**src/rtl/qmem_sram_ctrl.sv**
```systemverilog
// qmem_sram_ctrl: single-clock QMEM slave driving an asynchronous SRAM.
// Each QMEM access is split into SDW-wide sub-accesses; sub-words with all-zero sel are skipped.
module qmem_sram_ctrl #(
  parameter int QAW = 32,
  parameter int QDW = 32,
  parameter int QSW = QDW/8,
  parameter int SAW = 18,
  parameter int SDW = 16,
  parameter int SSW = SDW/8,
  parameter int RWS = 1,
  parameter int WWS = 1
) (
  input  logic           clk,
  input  logic           rst,
  input  logic           cs,
  input  logic           we,
  input  logic [QSW-1:0] sel,
  input  logic [QAW-1:0] adr,
  input  logic [QDW-1:0] dat_w,
  output logic [QDW-1:0] dat_r,
  output logic           ack,
  output logic           err,
  output logic [SAW-1:0] sram_adr,
  output logic           sram_ce_n,
  output logic           sram_we_n,
  output logic           sram_oe_n,
  output logic [SSW-1:0] sram_be_n,
  output logic [SDW-1:0] sram_dat_w,
  output logic           sram_dat_oe,
  input  logic [SDW-1:0] sram_dat_r
);
  localparam int R    = QDW / SDW;
  localparam int KW   = (R > 1) ? $clog2(R) : 1;
  localparam int LSSW = $clog2(SSW);
  localparam int HI   = SAW + LSSW;

  typedef enum logic [1:0] {ST_IDLE, ST_ACCESS, ST_RECOV, ST_ACK} state_t;

  state_t         state_q, state_d;
  logic [KW-1:0]  k_q, k_d;
  logic [3:0]     cnt_q, cnt_d;
  logic           we_q, we_d;
  logic [QSW-1:0] sel_q, sel_d;
  logic [SAW-1:0] wadr_q, wadr_d;
  logic [QDW-1:0] dat_q, dat_d;
  logic [QDW-1:0] dat_r_q, dat_r_d;
  logic           ack_q, ack_d;
  logic           err_q, err_d;
  logic [SAW-1:0] sram_adr_q, sram_adr_d;
  logic           ce_n_q, ce_n_d;
  logic           we_n_q, we_n_d;
  logic           oe_n_q, oe_n_d;
  logic [SSW-1:0] be_n_q, be_n_d;
  logic [SDW-1:0] sram_dat_w_q, sram_dat_w_d;
  logic           dat_oe_q, dat_oe_d;

  logic           we_s;
  logic [QSW-1:0] sel_s;
  logic [SAW-1:0] wadr_s;
  logic [QDW-1:0] dat_s;
  int unsigned    start, kk;
  logic           nxt_found;
  logic [KW-1:0]  nxt_idx;
  logic           do_sub, do_ack;
  logic           unused_adr;

  // Byte-offset bits below the SRAM word are not needed for addressing.
  assign unused_adr = ^(adr & QAW'(SSW - 1));

  always_comb begin
    state_d      = state_q;
    k_d          = k_q;
    cnt_d        = cnt_q;
    we_d         = we_q;
    sel_d        = sel_q;
    wadr_d       = wadr_q;
    dat_d        = dat_q;
    dat_r_d      = dat_r_q;
    ack_d        = 1'b0;
    err_d        = 1'b0;
    sram_adr_d   = sram_adr_q;
    ce_n_d       = ce_n_q;
    we_n_d       = we_n_q;
    oe_n_d       = oe_n_q;
    be_n_d       = be_n_q;
    sram_dat_w_d = sram_dat_w_q;
    dat_oe_d     = dat_oe_q;
    do_sub       = 1'b0;
    do_ack       = 1'b0;
    kk           = 32'(k_q);

    // Live inputs in IDLE, latched copies afterwards, so the next-sub-word search is shared.
    if (state_q == ST_IDLE) begin
      we_s   = we;
      sel_s  = sel;
      wadr_s = adr[HI-1:LSSW];
      dat_s  = dat_w;
      start  = 0;
    end else begin
      we_s   = we_q;
      sel_s  = sel_q;
      wadr_s = wadr_q;
      dat_s  = dat_q;
      start  = 32'(k_q) + 32'd1;
    end

    nxt_found = 1'b0;
    nxt_idx   = '0;
    for (int unsigned j = 0; j < R; j++) begin
      if (!nxt_found && j >= start && |sel_s[j*SSW +: SSW]) begin
        nxt_found = 1'b1;
        nxt_idx   = KW'(j);
      end
    end

    case (state_q)
      ST_IDLE: begin
        if (cs) begin
          dat_r_d = '0;
          if (|adr[QAW-1:HI]) begin
            err_d  = 1'b1;
            do_ack = 1'b1;
          end else if (sel == '0) begin
            do_ack = 1'b1;
          end else begin
            we_d   = we;
            sel_d  = sel;
            wadr_d = wadr_s;
            dat_d  = dat_w;
            do_sub = 1'b1;
          end
        end
      end
      ST_ACCESS: begin
        if (cnt_q == (we_q ? 4'(WWS) : 4'(RWS))) begin
          if (we_q) begin
            state_d = ST_RECOV;
            we_n_d  = 1'b1;
          end else begin
            for (int unsigned b = 0; b < SSW; b++)
              dat_r_d[kk*SDW + b*8 +: 8] = sel_q[kk*SSW + b] ? sram_dat_r[b*8 +: 8] : 8'h00;
            do_sub = nxt_found;
            do_ack = !nxt_found;
          end
        end else begin
          cnt_d = cnt_q + 4'd1;
        end
      end
      ST_RECOV: begin
        do_sub = nxt_found;
        do_ack = !nxt_found;
      end
      ST_ACK:  state_d = ST_IDLE;
      default: state_d = ST_IDLE;
    endcase

    if (do_sub) begin
      state_d    = ST_ACCESS;
      k_d        = nxt_idx;
      cnt_d      = '0;
      ce_n_d     = 1'b0;
      we_n_d     = !we_s;
      oe_n_d     = we_s;
      dat_oe_d   = we_s;
      be_n_d     = ~sel_s[32'(nxt_idx)*SSW +: SSW];
      sram_adr_d = (wadr_s & ~SAW'(R - 1)) | SAW'(nxt_idx);
      if (we_s) sram_dat_w_d = dat_s[32'(nxt_idx)*SDW +: SDW];
    end
    if (do_ack) begin
      state_d  = ST_ACK;
      ack_d    = 1'b1;
      ce_n_d   = 1'b1;
      we_n_d   = 1'b1;
      oe_n_d   = 1'b1;
      be_n_d   = '1;
      dat_oe_d = 1'b0;
    end
  end

  always_ff @(posedge clk or posedge rst) begin
    if (rst) begin
      state_q      <= ST_IDLE;
      k_q          <= '0;
      cnt_q        <= '0;
      we_q         <= 1'b0;
      sel_q        <= '0;
      wadr_q       <= '0;
      dat_q        <= '0;
      dat_r_q      <= '0;
      ack_q        <= 1'b0;
      err_q        <= 1'b0;
      sram_adr_q   <= '0;
      ce_n_q       <= 1'b1;
      we_n_q       <= 1'b1;
      oe_n_q       <= 1'b1;
      be_n_q       <= '1;
      sram_dat_w_q <= '0;
      dat_oe_q     <= 1'b0;
    end else begin
      state_q      <= state_d;
      k_q          <= k_d;
      cnt_q        <= cnt_d;
      we_q         <= we_d;
      sel_q        <= sel_d;
      wadr_q       <= wadr_d;
      dat_q        <= dat_d;
      dat_r_q      <= dat_r_d;
      ack_q        <= ack_d;
      err_q        <= err_d;
      sram_adr_q   <= sram_adr_d;
      ce_n_q       <= ce_n_d;
      we_n_q       <= we_n_d;
      oe_n_q       <= oe_n_d;
      be_n_q       <= be_n_d;
      sram_dat_w_q <= sram_dat_w_d;
      dat_oe_q     <= dat_oe_d;
    end
  end

  assign dat_r       = dat_r_q;
  assign ack         = ack_q;
  assign err         = err_q;
  assign sram_adr    = sram_adr_q;
  assign sram_ce_n   = ce_n_q;
  assign sram_we_n   = we_n_q;
  assign sram_oe_n   = oe_n_q;
  assign sram_be_n   = be_n_q;
  assign sram_dat_w  = sram_dat_w_q;
  assign sram_dat_oe = dat_oe_q;

endmodule

```
**config.mk**
```make
export PLATFORM = sky130hd
export DESIGN_NAME = qmem_sram_ctrl
export DESIGN_NICKNAME = d
export VERILOG_FILES = /design/src/rtl/qmem_sram_ctrl.sv
export SDC_FILE = /design/constraint.sdc
export NUM_CORES = 1
export LEC_CHECK = 0
export CORE_ASPECT_RATIO = 0.7
export CORE_UTILIZATION = 55
export CTS_CLUSTER_DIAMETER = 100
export DETAILED_ROUTE_END_ITERATION = 6
export DONT_BUFFER_PORTS = 1
export MAX_ROUTING_LAYER = met4
export PLACE_DENSITY_LB_ADDON = 0.1
export REMOVE_ABC_BUFFERS = 1
export SKIP_LAST_GASP = 1
export SLEW_MARGIN = 40
export SYNTH_ARGS = -nofsm -noshare
export SYNTH_HDL_FRONTEND = slang
export SYNTH_SLANG_ARGS = --single-unit
```
**constraint.sdc**
```tcl
create_clock -name clk -period 5.94 [get_ports clk]
set_input_delay 1.188 -clock clk [delete_from_list [all_inputs] [get_ports clk]]
set_output_delay 1.188 -clock clk [all_outputs]
set_load 0.005 [all_outputs]
```
==> results of run 1 <==
[cell type report]
cell class / count / area, µm² / share of cell area (%)
clock buffers: 19 / 442.9 / 6.291
clock inverters: 12 / 178.9 / 2.541
inverters: 20 / 82.58 / 1.173
multi-input cells: 442 / 2689 / 38.19
flip-flops and latches: 134 / 3361 / 47.73
well taps: 153 / 191.4 / 2.719
repair buffers: 8 / 95.09 / 1.351
[power by group through the flow]
stage               clock network [mW]  logic [mW]  registers, mW
floorplan                            0       0.666           1.21
global placement                     0       0.760           1.26
global route                      1.16       0.904           1.28
CTS                               1.12       0.827           1.25
finish                            1.10       0.818           1.25
detailed placement                   0       0.827           1.27
[per-stage QoR]
| stage | instance area [µm²] | hold slack [ns] | std cells | power (mW) | setup slack [ns] |
|---|---|---|---|---|---|
| 3_5_place_dp | 6415 | 0.4546 | 757 | 2.092 | 2.662 |
| 2_1_floorplan | 6080 | 0.4380 | 596 | 1.875 | 0.8499 |
| 5_1_grt | 7041 | 0.4797 | 788 | 3.342 | 2.843 |
| 6_report | 7041 | 0.4629 | 788 | 3.170 | 2.992 |
| 3_3_place_gp | 6330 | 0.4484 | 754 | 2.022 | 2.271 |
| 4_1_cts | 7037 | 0.4669 | 788 | 3.195 | 2.776 |
[final timing paths]
| path | from | to |
|---|---|---|
| min | dat_q[12]$_DFFE_PP0P_ | dat_q[12]$_DFFE_PP0P_ |
| min reg2reg | dat_q[12]$_DFFE_PP0P_ | dat_q[12]$_DFFE_PP0P_ |
| min in group asynchronous | rst | dat_q[0]$_DFFE_PP0P_ |
| max in group asynchronous | rst | dat_q[11]$_DFFE_PP0P_ |
| max | state_q[1]$_DFFE_PP0P_ | sram_dat_w[7]$_DFFE_PP0P_ |
| max reg2reg | state_q[1]$_DFFE_PP0P_ | sram_dat_w[7]$_DFFE_PP0P_ |
[synthesized netlist by cell type, drive strengths merged (3+ instances only)]
cell type,n,share of area (%)
a21oi,19,1.5
nand2b,3,0.30
inv,20,1.2
nor3,3,0.32
o21ai,26,2.1
o22ai,3,0.52
dfstp,5,2.1
nand2,196,12
nand3,17,1.4
or3b,3,0.42
and3,4,0.40
clkbuf,28,1.7
dfrtp,129,52
mux2,16,3.4
nor4,3,0.30
o21bai,5,0.60
buf,11,1.2
nor2b,3,0.30
nor2,27,1.7
mux2i,85,14
[worst max-delay path: cells and delay by family (launching register included)]
family                 cells  cell delay (ns)
AO/OA/AOI/OAI              2             0.43
buffers and inverters      2             0.81
flip-flops                 1             0.60
multiplexers               2             0.45
AND/OR/NAND/NOR            1             0.53
[cells in the final DEF (no fill, tap or decap), drive strengths merged, types with 2 or more instances in the layout]
cell type and n:
buf 8, o21ai 26, clkinvlp 3, a21oi 19, clkinv 5, dfrtp 129
a22oi 2, nand3 17, bufinv 4, o22ai 3, nor4 3, and3 4
nor3 3, inv 20, clkbuf 19, nand4 2, nand2b 3, o211a 2
o21bai 5, nor2 27, mux2 16, or3b 3, o21a 2, and2 2
nand2 196, nor2b 3, xor2 2, ha 2, dfstp 5, mux2i 85
[metal layers]
metal / track usage [%] / vias up / wire length [µm]
li1: - / 2089 / -
met1: 31.29 / 2090 / 5833
met2: 38.58 / 128 / 6176
met3: 8.839 / 19 / 1134
met4: 8.236 / 0 / 178
met5: - / - / 0
[logic make-up after synthesis]
group / count (synthesis)
adder cells (fa/ha/maj): 2
AND/OR/NAND/NOR: 268
AO/OA/AOI/OAI: 68
flip-flops: 134
multiplexers: 101
XOR/XNOR: 3
buffers and inverters: 59
[state kept, by name, indices dropped and copies added (netlist names), 2 cells and up]
signal and flops:
wadr_q 17, sel_q 4, sram_be_n 2, dat_q 32, sram_dat_w 16, state_q 2, dat_r 32, cnt_q 4
sram_adr 18
==> flow_metrics.env, run 1 <==
export IMPL_outcome="completed"
export IMPL_core_area_um2=11050
export IMPL_gp_congestion=0.8063
export IMPL_drv_cap=0
export IMPL_start_kind="flip-flop"
export IMPL_clk_pin_slew_ns=0.06
export IMPL_viasPerCell=5.490
export IMPL_drt_iter0_drc=237
export IMPL_via_count=4326
export IMPL_antenna_cells=0
export IMPL_intPower_mw=2.185
export IMPL_post_cts_buffers=0
export IMPL_grt_pass1_vias=4511
export IMPL_timing_final_crit_share_pct=49.63
export IMPL_syn_inst=635
export IMPL_leakagePower_nw=3.628
export IMPL_synth_warnings=0
export IMPL_synth_ff_type="dfrtp_1"
export IMPL_port_buffers=0
export IMPL_synth_edf_count=0
export IMPL_whs_path_depth=2
export IMPL_crit_type="flip-flop to flip-flop"
export IMPL_pwr_share_clk_pct=34.6
export IMPL_finalNetCount=713
export IMPL_crit_slowest_cell="dfrtp_2"
export IMPL_cp_arrival_ns=3.24
export IMPL_hold_path_class="flip-flop to flip-flop"
export IMPL_htreeDepth=4
export IMPL_async_flop_share_pct=100.0
export IMPL_rows=32
export IMPL_worstPathMaxFanout=32
export IMPL_first_pass_iters=4
export IMPL_start_util_pct=56.67
export IMPL_ys_ff_latch=134
export IMPL_p_comb_share_pct=25.8
export IMPL_fmax_ghz=0.3392
export IMPL_critPathMaxStageDelay_ns=0.60
export IMPL_synth_compound_area_share_pct=6.713
export IMPL_rsz0062_at_grt="false"
export IMPL_pwr_share_seq_pct=39.5
export IMPL_period_needed_ns=2.948
export IMPL_cts_tree="built"
export IMPL_synthAdderAreaFrac_pct=0.3996
export IMPL_critical_path_endpoint_type="flip-flop"
export IMPL_setup_violations=0
export IMPL_relSlewSlack_pct=51.59
export IMPL_setup_tns_final_ns=0
export IMPL_drv_slew=0
export IMPL_cts_buffers=17
export IMPL_yosys_area_share_simple_pct=17.76
export IMPL_fp_dieW_um=129.5
export IMPL_clock_path_buffers=2
export IMPL_dieArea_um2=11820
export IMPL_grt_pass1_wl_um=22270
export IMPL_r2r_setup_slack_ns=2.99
export IMPL_tightestPinTransition_ns=0.7262
export IMPL_syn_avg_cell_area_um2=9.862
export IMPL_cp_required_ns=6.23
export IMPL_crit_chain="nor2_4 > buf_4 > o21ai_0 > a22o_1 > buf_4 > mux2i_1 > mux2_2"
export IMPL_netSwitchingPower_mw=0.9849
export IMPL_synth_xor_area_share_pct=0.4196
export IMPL_ioPinCount=162
export IMPL_cts_sinks=134
export IMPL_netlist_area_um2=6262
export IMPL_antenna_found_initial=0
export IMPL_wl_per_cell_um=16.91
export IMPL_cts_root_buf="clkbuf_16"
export IMPL_netlist_cell_type_count=51
export IMPL_syn2layout_area_growth_pct=12.43
export IMPL_clk_latency_ns=0.41
export IMPL_yosysSeqAreaShare_pct=53.65
export IMPL_dp_hpwl_um=8975
export IMPL_reg2reg_depth=7
export IMPL_switching_share_pct=31.07
export IMPL_grt_use_total_pct=25.22
export IMPL_power_density_nw_per_um2=450.3
export IMPL_skew_ns=0.006859
export IMPL_final_antenna_net_count=0
export IMPL_chipHeight_um=91.28
export IMPL_path_common_cell="buf_4"
export IMPL_hold_violations=0
export IMPL_postCtsHoldBufs=0
export IMPL_overflow=0
export IMPL_fill_cells=905
export IMPL_postCtsResizedCells=0
export IMPL_synth_top_family_by_area="simple AND/OR/NAND/NOR gates"
export IMPL_muxShareOfSynthArea_pct=16.94
export IMPL_ir_worst_vdd_uv=268.0
export IMPL_routed_wl_um=13320
export IMPL_drive_gt1_share_pct=11.50
export IMPL_drcViolationCount=0
export IMPL_grt_max_degree=92
export IMPL_utilization_pct=63.71
Note: power is estimated with default switching activity, not from simulation.
==> run 2, diff against run 1 <==
==> constraint.sdc (replaced) <==
create_clock -name clk -period 2.55 [get_ports clk]
set_input_delay 0.51 -clock clk [delete_from_list [all_inputs] [get_ports clk]]
set_output_delay 0.51 -clock clk [all_outputs]
set_load 0.005 [all_outputs]
==> run 2 against run 1 <==
- sequential share of layout area decreased by 0.61 points
- sequential cell count unchanged
- worst setup slack got worse by 2.8 ns
- die area unchanged
- non-clock buffer count increased by 11
- final cell count increased by 1.6%
- fmax increased by 27%
- hold slack got worse by 0.45 ns
- via count increased by 2.1%
- clock power increased by 140%
- power increased by 130%
- routed wire length increased by 1.4%
==> flow_metrics.env, run 2 (synthesis results as in run 1) <==
export IMPL_overflow=0
export IMPL_leakagePower_nw=3.702
export IMPL_dpl_cell_area_um2=6485
export IMPL_grt_pass1_wl_um=22650
export IMPL_power_density_nw_per_um2=1043
export IMPL_grt_most_used_layer="met2"
export IMPL_grt_pass1_vias=4681
export IMPL_tightestPinTransition_ns=0.6036
export IMPL_outcome="completed"
export IMPL_relSlewSlack_pct=59.39
export IMPL_netSwitchingPower_mw=2.279
export IMPL_pwr_share_seq_pct=38.8
export IMPL_setup_violations=0
export IMPL_hold_violations=0
export IMPL_cts_sinks=134
export IMPL_grt_max_degree=57
export IMPL_setup_tns_final_ns=0
export IMPL_crit_slowest_cell="o31a_1"
export IMPL_grtUsageMet1_pct=31.60
export IMPL_cts_tree="built"
export IMPL_viasPerCell=5.513
export IMPL_clk_pin_slew_ns=0.06
export IMPL_r2r_start="cnt_q[1]$_DFFE_PP0P_"
export IMPL_start_kind="flip-flop"
export IMPL_clock_path_buffers=2
export IMPL_routed_wl_um=13510
export IMPL_drcViolationCount=0
export IMPL_layout_common_cells="nand2_1 (196), dfrtp_1 (129), mux2i_1 (85)"
export IMPL_multi_input_area_um2=2661
export IMPL_core_area_um2=11050
export IMPL_cp_required_ns=2.88
export IMPL_first_pass_iters=4
export IMPL_final_area_um2=7129
export IMPL_switching_share_pct=30.64
export IMPL_syn2layout_area_growth_pct=13.85
export IMPL_postCtsHoldBufs=0
export IMPL_fp_dieW_um=129.5
export IMPL_rsz0062_at_grt="false"
export IMPL_cts_root_buf="clkbuf_16"
export IMPL_period_needed_ns=2.314
export IMPL_grt_use_total_pct=25.70
export IMPL_final_antenna_net_count=0
export IMPL_dp_hpwl_um=9251
export IMPL_p_total_mw=7.437
export IMPL_final_common_cell="nand2_1"
export IMPL_htreeDepth=4
export IMPL_crit_type="flip-flop to flip-flop"
export IMPL_antenna_found_initial=1
export IMPL_via_count=4416
export IMPL_ir_worst_vdd_uv=511.9
export IMPL_regArea_um2=3359
export IMPL_wl_per_cell_um=16.87
export IMPL_dieArea_um2=11820
export IMPL_p_comb_share_pct=26.0
export IMPL_hold_path_class="input pin to asynchronous set/reset pin"
export IMPL_start_util_pct=56.67
export IMPL_intPower_mw=5.158
export IMPL_drive_gt1_share_pct=12.52
export IMPL_met2_usage_pct=40.23
export IMPL_pwr_share_clk_pct=35.2
export IMPL_fill_cells=904
export IMPL_post_cts_buffers=0
export IMPL_worstPathMaxFanout=41
export IMPL_instances_no_fill=801
export IMPL_timing_final_crit_share_pct=90.73
export IMPL_crit_chain="inv_1 > ha_1 > or3b_1 > o31a_1 > o22ai_4 > buf_4 > nor2_1 > a21oi_1"
export IMPL_grt_use_met3_pct=8.486
export IMPL_drt_iter0_drc=197
export IMPL_r2r_setup_slack_ns=0.24
export IMPL_reg2reg_depth=8
export IMPL_dp_cells=768
export IMPL_gp_congestion=0.8466
export IMPL_fmax_ghz=0.4322
export IMPL_reg2reg_to="sram_adr[8]$_DFFE_PP0P_"
export IMPL_critical_path_buf_inv_count=2
export IMPL_port_buffers=0
export IMPL_chipHeight_um=91.28
export IMPL_critical_path_endpoint_type="flip-flop"
export IMPL_postCtsResizedCells=0
export IMPL_cp_top_family="compound AO/OA/AOI/OAI gates"
export IMPL_finalNetCount=724
export IMPL_skew_ns=0.008641
export IMPL_drv_slew=0
export IMPL_cts_buffers=17
export IMPL_critPathMaxStageDelay_ns=0.43
export IMPL_cp_arrival_ns=2.64
export IMPL_clk_latency_ns=0.41
export IMPL_ioPinCount=162
export IMPL_rows=32
export IMPL_drv_cap=0
## run 2: cell count changes in the layout (fill, tap and decap cells not counted), sizes merged
cell | previous run | this run
clkinvlp | 3 | 2
clkinv | 5 | 4
clkbuf | 19 | 21
buf | 8 | 19
inv | 20 | 21
diode | 0 | 1
## run 2: final cells by class
| cell class | instances | share of cell area (%) |
|---|---|---|
| well taps | 153 | 2.685 |
| repair buffers | 19 | 2.703 |
| diodes | 1 | 0.03510 |
| multi-input cells | 442 | 37.33 |
| clock inverters | 11 | 2.404 |
| clock buffers | 21 | 6.599 |
| flip-flops and latches | 134 | 47.12 |
| inverters | 20 | 1.123 |
## run 2: worst max-delay path by stage
stage                                 from                        end  depth (start not counted)
finish                cnt_q[1]$_DFFE_PP0P_    sram_adr[8]$_DFFE_PP0P_                          8
global placement      cnt_q[1]$_DFFE_PP0P_  sram_dat_w[2]$_DFFE_PP0P_                          8
global route          cnt_q[1]$_DFFE_PP0P_    sram_adr[8]$_DFFE_PP0P_                          8
floorplan           state_q[1]$_DFFE_PP0P_           we_q$_DFFE_PP0P_                          4
detailed placement                 adr[26]      wadr_q[2]$_DFFE_PP0P_                          6
CTS                   cnt_q[1]$_DFFE_PP0P_    sram_adr[6]$_DFFE_PP0P_                          8
## run 2: stage by stage
step / util, % / worst slack (ns) / hold WS (ns)
2_1_floorplan: - / -2.540 / 0.4380
3_3_place_gp: 58.68 / 0.2780 / 0.4475
3_5_place_dp: 58.68 / 0.2301 / 0.4549
4_1_cts: 64.49 / 0.2439 / 0.02248
5_1_grt: 64.52 / 0.02315 / 0.04414
6_report: 64.52 / 0.2364 / 0.01111
## run 2: metal layers
metal	part of all wire, %	routed length [µm]	up-vias
met2	47	6349	132
met4	0.90	121	0
met5	0	0	-
li1	-	-	2111
met3	8.0	1082	12
met1	44	5959	2161
## run 2: power groups by stage
stage	Combinational (mW)	Clock, mW	Sequential [mW]
final	1.93	2.62	2.88
after global routing	2.15	2.76	2.94
after CTS	1.96	2.67	2.88
after detailed placement	1.96	0	2.91
after global placement	1.90	0	2.91
after floorplan	1.55	0	2.82
## run 2: worst register-to-register path, stage by stage, from the launching register on
cell and delay (ns):
dfrtp_1 0.41, inv_1 0.07, ha_1 0.14, or3b_1 0.36, o31a_1 0.43, o22ai_4 0.18, buf_4 0.40, nor2_1 0.11
a21oi_1 0.14
